<file path="src/rtl/ysyx_23060191_idex_pkg.sv">
// Shared widths, operand-select encodings, state encoding and entry layout
// for the ID/EX issue stage.
package ysyx_23060191_idex_pkg;

    localparam int CPU_WIDTH      = 32;
    localparam int ALU_OPT_WIDTH  = 5;
    localparam int REG_ADDR_WIDTH = 5;

    localparam logic [1:0] SRC1_RS1  = 2'b00;
    localparam logic [1:0] SRC1_PC   = 2'b01;
    localparam logic [1:0] SRC1_ZERO = 2'b10;

    localparam logic [1:0] SRC2_RS2  = 2'b00;
    localparam logic [1:0] SRC2_IMM  = 2'b01;
    localparam logic [1:0] SRC2_FOUR = 2'b10;
    localparam logic [1:0] SRC2_ZERO = 2'b11;

    // Encoded directly as {main_v, skid_v}.
    typedef enum logic [1:0] {
        ST_EMPTY = 2'b00,
        ST_ONE   = 2'b10,
        ST_FULL  = 2'b11
    } idex_state_e;

    // One held instruction: operands are stored already selected.
    typedef struct packed {
        logic [CPU_WIDTH-1:0]      alu_in1;
        logic [CPU_WIDTH-1:0]      alu_in2;
        logic [ALU_OPT_WIDTH-1:0]  alu_opt;
        logic [CPU_WIDTH-1:0]      pc;
        logic [CPU_WIDTH-1:0]      rs2_data;
        logic [REG_ADDR_WIDTH-1:0] rd_addr;
        logic                      rd_wen;
    } idex_entry_t;

endpackage

</file>
<file path="src/rtl/ysyx_23060191_idex_opsel.sv">
// Combinational ALU operand multiplexer; its outputs are registered by the
// issue stage so the ALU never sees this mux on its input path.
module ysyx_23060191_idex_opsel
    import ysyx_23060191_idex_pkg::*;
(
    input  logic [CPU_WIDTH-1:0] i_pc,
    input  logic [CPU_WIDTH-1:0] i_rs1_data,
    input  logic [CPU_WIDTH-1:0] i_rs2_data,
    input  logic [CPU_WIDTH-1:0] i_imm,
    input  logic [1:0]           i_src1_sel,
    input  logic [1:0]           i_src2_sel,
    output logic [CPU_WIDTH-1:0] o_op1,
    output logic [CPU_WIDTH-1:0] o_op2
);

    // Operand 1: rs1, pc, or zero for both remaining codes.
    always_comb begin
        o_op1 = '0;
        case (i_src1_sel)
            SRC1_RS1:  o_op1 = i_rs1_data;
            SRC1_PC:   o_op1 = i_pc;
            SRC1_ZERO: o_op1 = '0;
            default:   o_op1 = '0;
        endcase
    end

    // Operand 2: rs2, immediate, zero-extended 4 (link address), or zero.
    always_comb begin
        o_op2 = '0;
        case (i_src2_sel)
            SRC2_RS2:  o_op2 = i_rs2_data;
            SRC2_IMM:  o_op2 = i_imm;
            SRC2_FOUR: o_op2 = CPU_WIDTH'(4);
            SRC2_ZERO: o_op2 = '0;
            default:   o_op2 = '0;
        endcase
    end

endmodule

</file>
<file path="src/rtl/ysyx_23060191_idex.sv">
// ID/EX issue stage: two-entry skid buffer between the IDU and the ALU.
//
// state    | meaning
// ---------+-----------------------------------------------------------
// ST_EMPTY | nothing held, o_ex_valid low
// ST_ONE   | main holds the head entry, skid free
// ST_FULL  | main holds the head, skid holds the next entry, not ready
module ysyx_23060191_idex
    import ysyx_23060191_idex_pkg::*;
(
    input  logic                      i_clk,
    input  logic                      i_rst,
    input  logic                      i_flush,
    input  logic                      i_id_valid,
    output logic                      o_id_ready,
    input  logic [CPU_WIDTH-1:0]      i_id_pc,
    input  logic [CPU_WIDTH-1:0]      i_id_rs1_data,
    input  logic [CPU_WIDTH-1:0]      i_id_rs2_data,
    input  logic [CPU_WIDTH-1:0]      i_id_imm,
    input  logic [1:0]                i_id_src1_sel,
    input  logic [1:0]                i_id_src2_sel,
    input  logic [ALU_OPT_WIDTH-1:0]  i_id_alu_opt_code,
    input  logic [REG_ADDR_WIDTH-1:0] i_id_rd_addr,
    input  logic                      i_id_rd_wen,
    output logic                      o_ex_valid,
    input  logic                      i_ex_ready,
    output logic [CPU_WIDTH-1:0]      o_alu_in1,
    output logic [CPU_WIDTH-1:0]      o_alu_in2,
    output logic [ALU_OPT_WIDTH-1:0]  o_alu_opt_code,
    output logic [CPU_WIDTH-1:0]      o_ex_pc,
    output logic [CPU_WIDTH-1:0]      o_ex_rs2_data,
    output logic [REG_ADDR_WIDTH-1:0] o_ex_rd_addr,
    output logic                      o_ex_rd_wen
);

    logic [CPU_WIDTH-1:0] sel_op1;
    logic [CPU_WIDTH-1:0] sel_op2;
    idex_entry_t          in_entry;

    idex_state_e state_q, state_d;
    logic        ready_q, ready_d;
    idex_entry_t main_q, main_d;
    idex_entry_t skid_q, skid_d;

    logic main_v;
    logic accept;
    logic consume;

    ysyx_23060191_idex_opsel u_opsel (
        .i_pc       (i_id_pc),
        .i_rs1_data (i_id_rs1_data),
        .i_rs2_data (i_id_rs2_data),
        .i_imm      (i_id_imm),
        .i_src1_sel (i_id_src1_sel),
        .i_src2_sel (i_id_src2_sel),
        .o_op1      (sel_op1),
        .o_op2      (sel_op2)
    );

    // Pack the incoming instruction with its already-selected operands.
    always_comb begin
        in_entry          = '0;
        in_entry.alu_in1  = sel_op1;
        in_entry.alu_in2  = sel_op2;
        in_entry.alu_opt  = i_id_alu_opt_code;
        in_entry.pc       = i_id_pc;
        in_entry.rs2_data = i_id_rs2_data;
        in_entry.rd_addr  = i_id_rd_addr;
        in_entry.rd_wen   = i_id_rd_wen;
    end

    assign main_v  = (state_q != ST_EMPTY);
    assign accept  = i_id_valid && ready_q;
    assign consume = main_v && i_ex_ready;

    // Next state and entry data; data only moves on accept or skid-to-main.
    always_comb begin
        state_d = state_q;
        main_d  = main_q;
        skid_d  = skid_q;
        if (i_flush) begin
            state_d = ST_EMPTY;
        end else begin
            case (state_q)
                ST_EMPTY: begin
                    if (accept) begin
                        state_d = ST_ONE;
                        main_d  = in_entry;
                    end
                end
                ST_ONE: begin
                    if (accept && consume) begin
                        main_d = in_entry;
                    end else if (consume) begin
                        state_d = ST_EMPTY;
                    end else if (accept) begin
                        state_d = ST_FULL;
                        skid_d  = in_entry;
                    end
                end
                ST_FULL: begin
                    if (consume) begin
                        state_d = ST_ONE;
                        main_d  = skid_q;
                    end
                end
                default: state_d = ST_EMPTY;
            endcase
        end
        // Ready is registered so it never depends combinationally on i_ex_ready.
        ready_d = (state_d != ST_FULL);
    end

    // Single register block for state, ready and both entries.
    always_ff @(posedge i_clk) begin
        if (i_rst) begin
            state_q <= ST_EMPTY;
            ready_q <= 1'b1;
            main_q  <= '0;
            skid_q  <= '0;
        end else begin
            state_q <= state_d;
            ready_q <= ready_d;
            main_q  <= main_d;
            skid_q  <= skid_d;
        end
    end

    assign o_id_ready     = ready_q;
    assign o_ex_valid     = main_v;
    assign o_alu_in1      = main_q.alu_in1;
    assign o_alu_in2      = main_q.alu_in2;
    assign o_alu_opt_code = main_q.alu_opt;
    assign o_ex_pc        = main_q.pc;
    assign o_ex_rs2_data  = main_q.rs2_data;
    assign o_ex_rd_addr   = main_q.rd_addr;
    assign o_ex_rd_wen    = main_q.rd_wen && main_v;

endmodule

</file>
<file path="config.mk">
export PLATFORM = sky130hd
export DESIGN_NAME = ysyx_23060191_idex
export DESIGN_NICKNAME = d
export VERILOG_FILES = /design/src/rtl/ysyx_23060191_idex_pkg.sv /design/src/rtl/ysyx_23060191_idex_opsel.sv /design/src/rtl/ysyx_23060191_idex.sv
export SDC_FILE = /design/constraint.sdc
export NUM_CORES = 1
export LEC_CHECK = 0
export ABC_AREA = 1
export CAP_MARGIN = 0
export CORE_MARGIN = 3
export CORE_UTILIZATION = 45
export CTS_BUF_LIST = sky130_fd_sc_hd__clkbuf_2 sky130_fd_sc_hd__clkbuf_4 sky130_fd_sc_hd__clkbuf_8
export DETAILED_ROUTE_END_ITERATION = 7
export DONT_BUFFER_PORTS = 1
export PLACE_DENSITY_LB_ADDON = 0.15
export RECOVER_POWER = 25
export SYNTH_ARGS = -nofsm -noshare
export SYNTH_HDL_FRONTEND = slang
export SYNTH_SLANG_ARGS = --single-unit
</file>
<file path="constraint.sdc">
create_clock -name i_clk -period 4.1 [get_ports i_clk]
set_clock_uncertainty 0.1 [all_clocks]
set_input_delay 0.205 -clock i_clk [delete_from_list [all_inputs] [get_ports i_clk]]
set_output_delay 0.205 -clock i_clk [all_outputs]
set_load 0.01 [all_outputs]
</file>
==> results of run 1 <==
-- synth_stat cells --
cell | instances | area, µm²
dfxtp_1 | 281 | 5625
nand2_1 | 782 | 2935
buf_4 | 138 | 1036
nor2_2 | 1 | 6.260
clkbuf_1 | 91 | 341.6
nand4_1 | 65 | 406.6
o21ai_1 | 1 | 5.000
nor2_1 | 286 | 1074
nor3_1 | 1 | 5.000
a21oi_1 | 202 | 1011
nand3_1 | 266 | 1331
buf_2 | 70 | 350.3
clkinv_1 | 1 | 3.750
buf_1 | 15 | 56.30
inv_1 | 148 | 555.5
inv_2 | 3 | 11.26
-- cell families (layout without fill, tap and decap cells) --
| group | count (synthesis) | in the layout | share of synthesized area [%] |
|---|---|---|---|
| flops | 281 | 281 | 38.13 |
| other cells | 0 | 1 | 0 |
| simple gates | 1401 | 1401 | 39.03 |
| buf+inv | 466 | 466 | 15.96 |
| compound gates | 203 | 203 | 6.886 |
-- what timing repair did --
item / in CTS / in global routing
endpoints found under the hold margin: 281 / 0
buffers inserted: 0 / 0
hold buffers: 208 / 0
setup endpoints to repair: 0 / 0
-- cells in the final DEF (no fill, tap or decap) --
cell type      count
clkbuf_4          22
dfxtp_2            1
buf_16             1
nand2_4            4
nand2_2            1
a21oi_1          202
buf_12             3
clkinvlp_4         1
o21ai_1            1
buf_4             21
dfxtp_4            1
nor2_1           283
nand3_1          265
diode_2            1
nand3_4            1
clkinv_2           1
dlygate4sd3_1    206
clkbuf_8          59
dfxtp_1          279
inv_2              1
nor2_2             2
inv_4              3
inv_1            148
nand2_1          777
nor2_4             2
nand4_1           65
nor3_1             1
-- worst paths after layout --
| kind | slack, ns | cells after the start | startpoint | to |
|---|---|---|---|---|
| hold / removal | -0.05 | 2 | i_rst | skid_q[10]$_SDFFE_PP0P_ |
| setup reg to reg | 1.41 | 10 | state_q[1]$_SDFF_PP0_ | o_ex_rs2_data[1]$_SDFFE_PP0P_ |
| setup / recovery | 1.41 | 10 | state_q[1]$_SDFF_PP0_ | o_ex_rs2_data[1]$_SDFFE_PP0P_ |
| hold reg to reg | 0.36 | 2 | skid_q[10]$_SDFFE_PP0P_ | skid_q[10]$_SDFFE_PP0P_ |
-- critical path, cell delays in order, from the launching register on --
cell and delay (ns):
dfxtp_4 0.35, buf_4 0.65, nand2_4 0.10, inv_4 0.49, buf_4 0.46, nand2_1 0.10, nand2_1 0.07, inv_1 0.05
nand2_1 0.06, nand2_1 0.05, nor2_1 0.09
-- sequential cells by signal (all words and copies together) (netlist names) --
signal,cells
skid_q,139
o_alu_in1,32
o_alu_in2,32
o_ex_pc,32
o_ex_rs2_data,32
o_alu_opt_code,5
o_ex_rd_addr,5
state_q,2
main_q,1
o_id_ready,1
-- stage by stage --
| stage | hold slack (ns) | setup WS, ns | utilization [%] |
|---|---|---|---|
| 2_1_floorplan | 0.2701 | 2.623 | - |
| 3_3_place_gp | 0.1927 | 1.465 | 43.14 |
| 3_5_place_dp | 0.1951 | 1.434 | 43.14 |
| 4_1_cts | 0.004520 | 1.425 | 52.83 |
| 5_1_grt | 0.04298 | 1.160 | 52.83 |
| 6_report | -0.04571 | 1.413 | 52.84 |
-- layout make-up --
| cell class | count | area (µm²) | share of cell area (%) |
|---|---|---|---|
| multi-input cells | 1604 | 6837 | 40.48 |
| flip-flops and latches | 281 | 5630 | 33.34 |
| repair buffers | 231 | 2307 | 13.66 |
| clock buffers | 81 | 977.2 | 5.786 |
| inverters | 152 | 578.1 | 3.423 |
| well taps | 435 | 544.3 | 3.223 |
| clock inverters | 2 | 12.51 | 0.07409 |
| diodes | 1 | 2.502 | 0.01482 |
-- power groups by stage --
stage / registers, mW / clock network [mW] / logic (mW)
3_5_place_dp: 3.03 / 0 / 0.566
3_3_place_gp: 3.03 / 0 / 0.558
5_1_grt: 2.98 / 2.84 / 0.905
6_report: 2.97 / 2.64 / 0.799
4_1_cts: 2.97 / 2.72 / 0.796
2_1_floorplan: 2.94 / 0 / 0.667
-- per-layer routing --
layer / share of wire [%] / global-route usage, % / up-vias
met3: 7.9 / 6.222 / 84
met5: 0 / 0 / -
li1: - / - / 7195
met1: 43 / 31.39 / 6615
met2: 46 / 41.84 / 495
met4: 2.5 / 8.171 / 0
==> results.py, run 1 <==
metrics = {
    "setup_path": {
        "arrival_ns": 3.11,
        "cp-start-kind": "flip-flop",
        "crit_path_end_kind": "flip-flop",
        "worstPathMaxFanout": 68,
        "path_class": "flip-flop to flip-flop",
        "worstPathRequired_ns": 4.52,
    },
    "drt": {
        "drc": 0,
        "dr.pass1.iters": 7,
        "wl_per_cell_um": 16.10,
        "final_antenna_net_count": 0,
        "wl_um": 44860,
        "drt_iter0_drc": 913,
        "vias": 14390,
        "avgViaCountPerCell": 5.163,
    },
    "grt": {
        "grt_pass1_vias": 13970,
        "antenna_found_initial": 0,
        "gr-total-overflow": 0,
        "track_usage_pct": 24.93,
        "grt_max_degree": 141,
        "grt_pass1_wl_um": 73130,
    },
    "synthesis": {
        "syn_area_um2": 14750,
        "yosysSeqAreaShare_pct": 38.13,
        "ys_ff_latch": 281,
        "ys_warn_count": 0,
        "syn_inst": 2351,
        "avgSynthCellArea_um2": 6.276,
        "syn-num-nets": 2499,
        "yosysUniqueCellTypes": 16,
    },
    "clock_tree": {
        "cts_sinks": 281,
        "cts_max_path_buffers": 3,
        "insertion_delay_ns": 0.58,
        "cts_root_buf": "clkbuf_8",
        "numCtsBuffers": 51,
        "cts_tree": "yes",
        "htreeDepth": 2,
        "post_cts_resized": 0,
        "clk_pin_slew_worst_paths_ns": 0.05,
    },
    "run_status": {
        "violations": "negative hold slack",
        "outcome": "finished with violations",
    },
    "power": {
        "power_density_nw_per_um2": 379.7,
        "switching_share_pct": 27.47,
        "share_seq_of_total_power_pct": 46.3,
        "pwr-share-comb_pct": 12.5,
        "internal_power_mw": 4.652,
        "pwr-share-clk_pct": 41.2,
        "p_sw_mw": 1.762,
        "peakVddDrop_v": 0.0002073,
        "finalPower_mw": 6.413,
        "p_leak_nw": 7.532,
    },
    "die": {
        "dieArea_um2": 35000,
        "ios": 289,
        "die_h_um": 187.1,
        "die_x_um": 187.1,
        "core_area_um2": 31960,
        "fp-row-count": 65,
        "start_util_pct": 46.16,
    },
    "finish": {
        "n_fill_cell": 3292,
        "design_area_um2": 16890,
        "final_cells": 2787,
        "drive_above_1_share_pct": 5.274,
        "synthToLayoutAreaGrowth_pct": 14.47,
        "fin_nets": 2469,
    },
    "job": {
        "cap_violations": 0,
    },
    "placed_design": {
        "hpwl_um": 25500,
        "numPlacedInstances": 2495,
        "place_area_um2": 13790,
        "finalWeightedCongestion": 0.7806,
        "portBuffers": 0,
    },
    "sta": {
        "fin_crit_sh_pct": 65.54,
        "timing.hold.ws_ns": -0.04571,
        "finalSetupTns_ns": 0,
        "rsz0062_at_grt": "no",
        "fmax_mhz": 372.1,
        "max-slew-margin-rel_pct": 17.73,
        "worstMarginPinSlew_ns": 1.233,
        "setup_viol": 0,
        "period_needed_ns": 2.687,
        "hold_viol": 9,
        "finalMaxSlewViolations": 0,
    },
    "min_path": {
        "hp-class": "input pin to flip-flop",
    },
}
No activity file was read; power rests on OpenSTA's default activity.
==> run 2, diff against run 1 <==
==> constraint.sdc (replaced) <==
create_clock -name i_clk -period 2.5 [get_ports i_clk]
set_clock_uncertainty 0.1 [all_clocks]
set_input_delay 0.125 -clock i_clk [delete_from_list [all_inputs] [get_ports i_clk]]
set_output_delay 0.125 -clock i_clk [all_outputs]
set_load 0.01 [all_outputs]
==> run 2 against run 1 <==
- the run still ends with negative hold slack left
- wire length increased by 0.92%
- via count rose by 2.2%
- register-to-register slack got worse by 1.2 ns
- global-route usage up 0.46 points
- final cell count grew 2.2%
- core utilization rose by 2.4 points
==> results.py, run 2 (same netlist as run 1, synthesis figures left out) <==
metrics = {
    "clock_tree": {
        "numCtsBuffers": 52,
        "cts_hold_buffers": 257,
        "htreeDepth": 2,
        "clk_pin_slew_worst_paths_ns": 0.06,
        "cts_tree": "yes",
        "insertion_delay_ns": 0.61,
        "cts_max_path_buffers": 3,
        "cts_root_buf": "clkbuf_8",
        "cts_sinks": 281,
    },
    "grt": {
        "use_met2_pct": 43.42,
        "met3_usage_pct": 5.510,
        "track_usage_pct": 25.38,
        "gr-total-overflow": 0,
        "use_met1_pct": 32.20,
        "antenna_found_initial": 0,
        "grt.busiest_layer": "met2",
        "grt_max_degree": 141,
        "grt_pass1_vias": 14570,
        "grt_pass1_wl_um": 74610,
    },
    "drt": {
        "drt_iter0_drc": 989,
        "final_antenna_net_count": 0,
        "wl_per_cell_um": 15.90,
        "avgViaCountPerCell": 5.165,
        "drc": 0,
        "vias": 14710,
        "dr.pass1.iters": 5,
        "wl_um": 45280,
    },
    "min_path": {
        "worstHoldPathCells": 1,
        "holdPathEnd": "skid_q[86]$_SDFFE_PP0P_",
        "min_from": "i_rst",
        "hp-class": "input pin to flip-flop",
    },
    "setup_path": {
        "critPathLaunch": "i_id_src2_sel[1]",
        "rr_startpoint": "state_q[1]$_SDFF_PP0_",
        "crit_path_end_kind": "flip-flop",
        "worstPathMaxFanout": 24,
        "r2r_setup_slack_ns": 0.17,
        "path_class": "input pin to flip-flop",
        "worstPathRequired_ns": 2.95,
        "rr_worst_depth": 8,
        "r2r_end": "o_ex_pc[30]$_SDFFE_PP0P_",
        "arrival_ns": 2.83,
        "cp-start-kind": "input pin",
    },
    "die": {
        "start_util_pct": 46.16,
        "dieArea_um2": 35000,
        "core_area_um2": 31960,
        "fp-row-count": 65,
        "ios": 289,
        "die_h_um": 187.1,
        "die_x_um": 187.1,
    },
    "finish": {
        "multi_input_comb_area_um2": 6848,
        "largest_reg_flops": 139,
        "synthToLayoutAreaGrowth_pct": 19.61,
        "finish.utilization_pct": 55.21,
        "final_cells": 2847,
        "drive_above_1_share_pct": 5.680,
        "n_fill_cell": 3162,
        "fin_nets": 2524,
        "design_area_um2": 17650,
        "layout_common_cells": "nand2_1 (776), nor2_1 (283), dfxtp_1 (279), nand3_1 (265), dlygate4sd3_1 (255)",
        "regMostFlops": "skid_q",
        "seqCellArea_um2": 5630,
        "layout_commonest_cell": "nand2_1",
        "n_antenna_cell": 0,
    },
    "sta": {
        "timing.hold.ws_ns": -0.4838,
        "finalSetupTns_ns": 0,
        "fin_crit_sh_pct": 95.37,
        "setup_viol": 0,
        "finalMaxSlewViolations": 0,
        "rsz0062_at_grt": "no",
        "max-slew-margin-rel_pct": 40.15,
        "worstMarginPinSlew_ns": 0.8978,
        "fmax_mhz": 419.4,
        "hold_viol": 139,
        "period_needed_ns": 2.384,
        "setup_ws_ns": 0.1158,
    },
    "placed_design": {
        "finalWeightedCongestion": 0.7705,
        "portBuffers": 0,
        "numPlacedInstances": 2499,
        "hpwl_um": 25790,
        "place_ws_ns": 0.3150,
        "place_area_um2": 13930,
    },
    "run_status": {
        "outcome": "finished with violations",
        "violations": "negative hold slack",
    },
    "power": {
        "p_leak_nw": 7.763,
        "peakVddDrop_v": 0.0004112,
        "power_density_nw_per_um2": 614.5,
        "finalPower_mw": 10.84,
    },
    "job": {
        "cap_violations": 0,
    },
}
-- run 2: layer usage --
layer  wire length (µm)  vias to the layer above
met5                  0                        -
met2              21300                      513
met4                928                        0
met3               3314                       74
li1                   -                     7318
met1              19730                     6801
-- run 2: worst max-delay path by stage --
stage,end
floorplan,o_ex_pc[0]$_SDFFE_PP0P_
finish,o_alu_in2[18]$_SDFFE_PP0P_
global placement,skid_q[11]$_SDFFE_PP0P_
global route,o_alu_in2[18]$_SDFFE_PP0P_
detailed placement,skid_q[133]$_SDFFE_PP0P_
CTS,o_alu_in2[20]$_SDFFE_PP0P_
-- run 2: report_power, final --
group / internal, mW / total (mW) / switching [mW]
clock: 2.64 / 4.62 / 1.98
sequential: 4.66 / 4.87 / 0.212
combinational: 0.592 / 1.36 / 0.763
-- run 2: critical path: stages --
cell	delay [ns]
dlygate4sd3_1	0.58
inv_1	0.27
buf_6	0.28
nand3_1	0.11
dlygate4sd3_1	0.59
a21oi_1	0.17
nor2_1	0.07
dlygate4sd3_1	0.55
nor2_1	0.08
-- run 2: layout make-up --
class                           instances  area share [%]
Multi-Input combinational cell       1604           38.80
Clock inverter                         11          0.4538
Tap cell                              435           3.084
Sequential cell                       281           31.91
Inverter                              152           3.276
Clock buffer                           79           5.665
Timing Repair Buffer                  285           16.81
-- run 2: what timing repair did --
item / in CTS / in global routing
buffers inserted: 0 / 1
endpoints found under the hold margin: 281 / 139
setup endpoints to repair: 0 / 12
gates resized for setup: 0 / 5
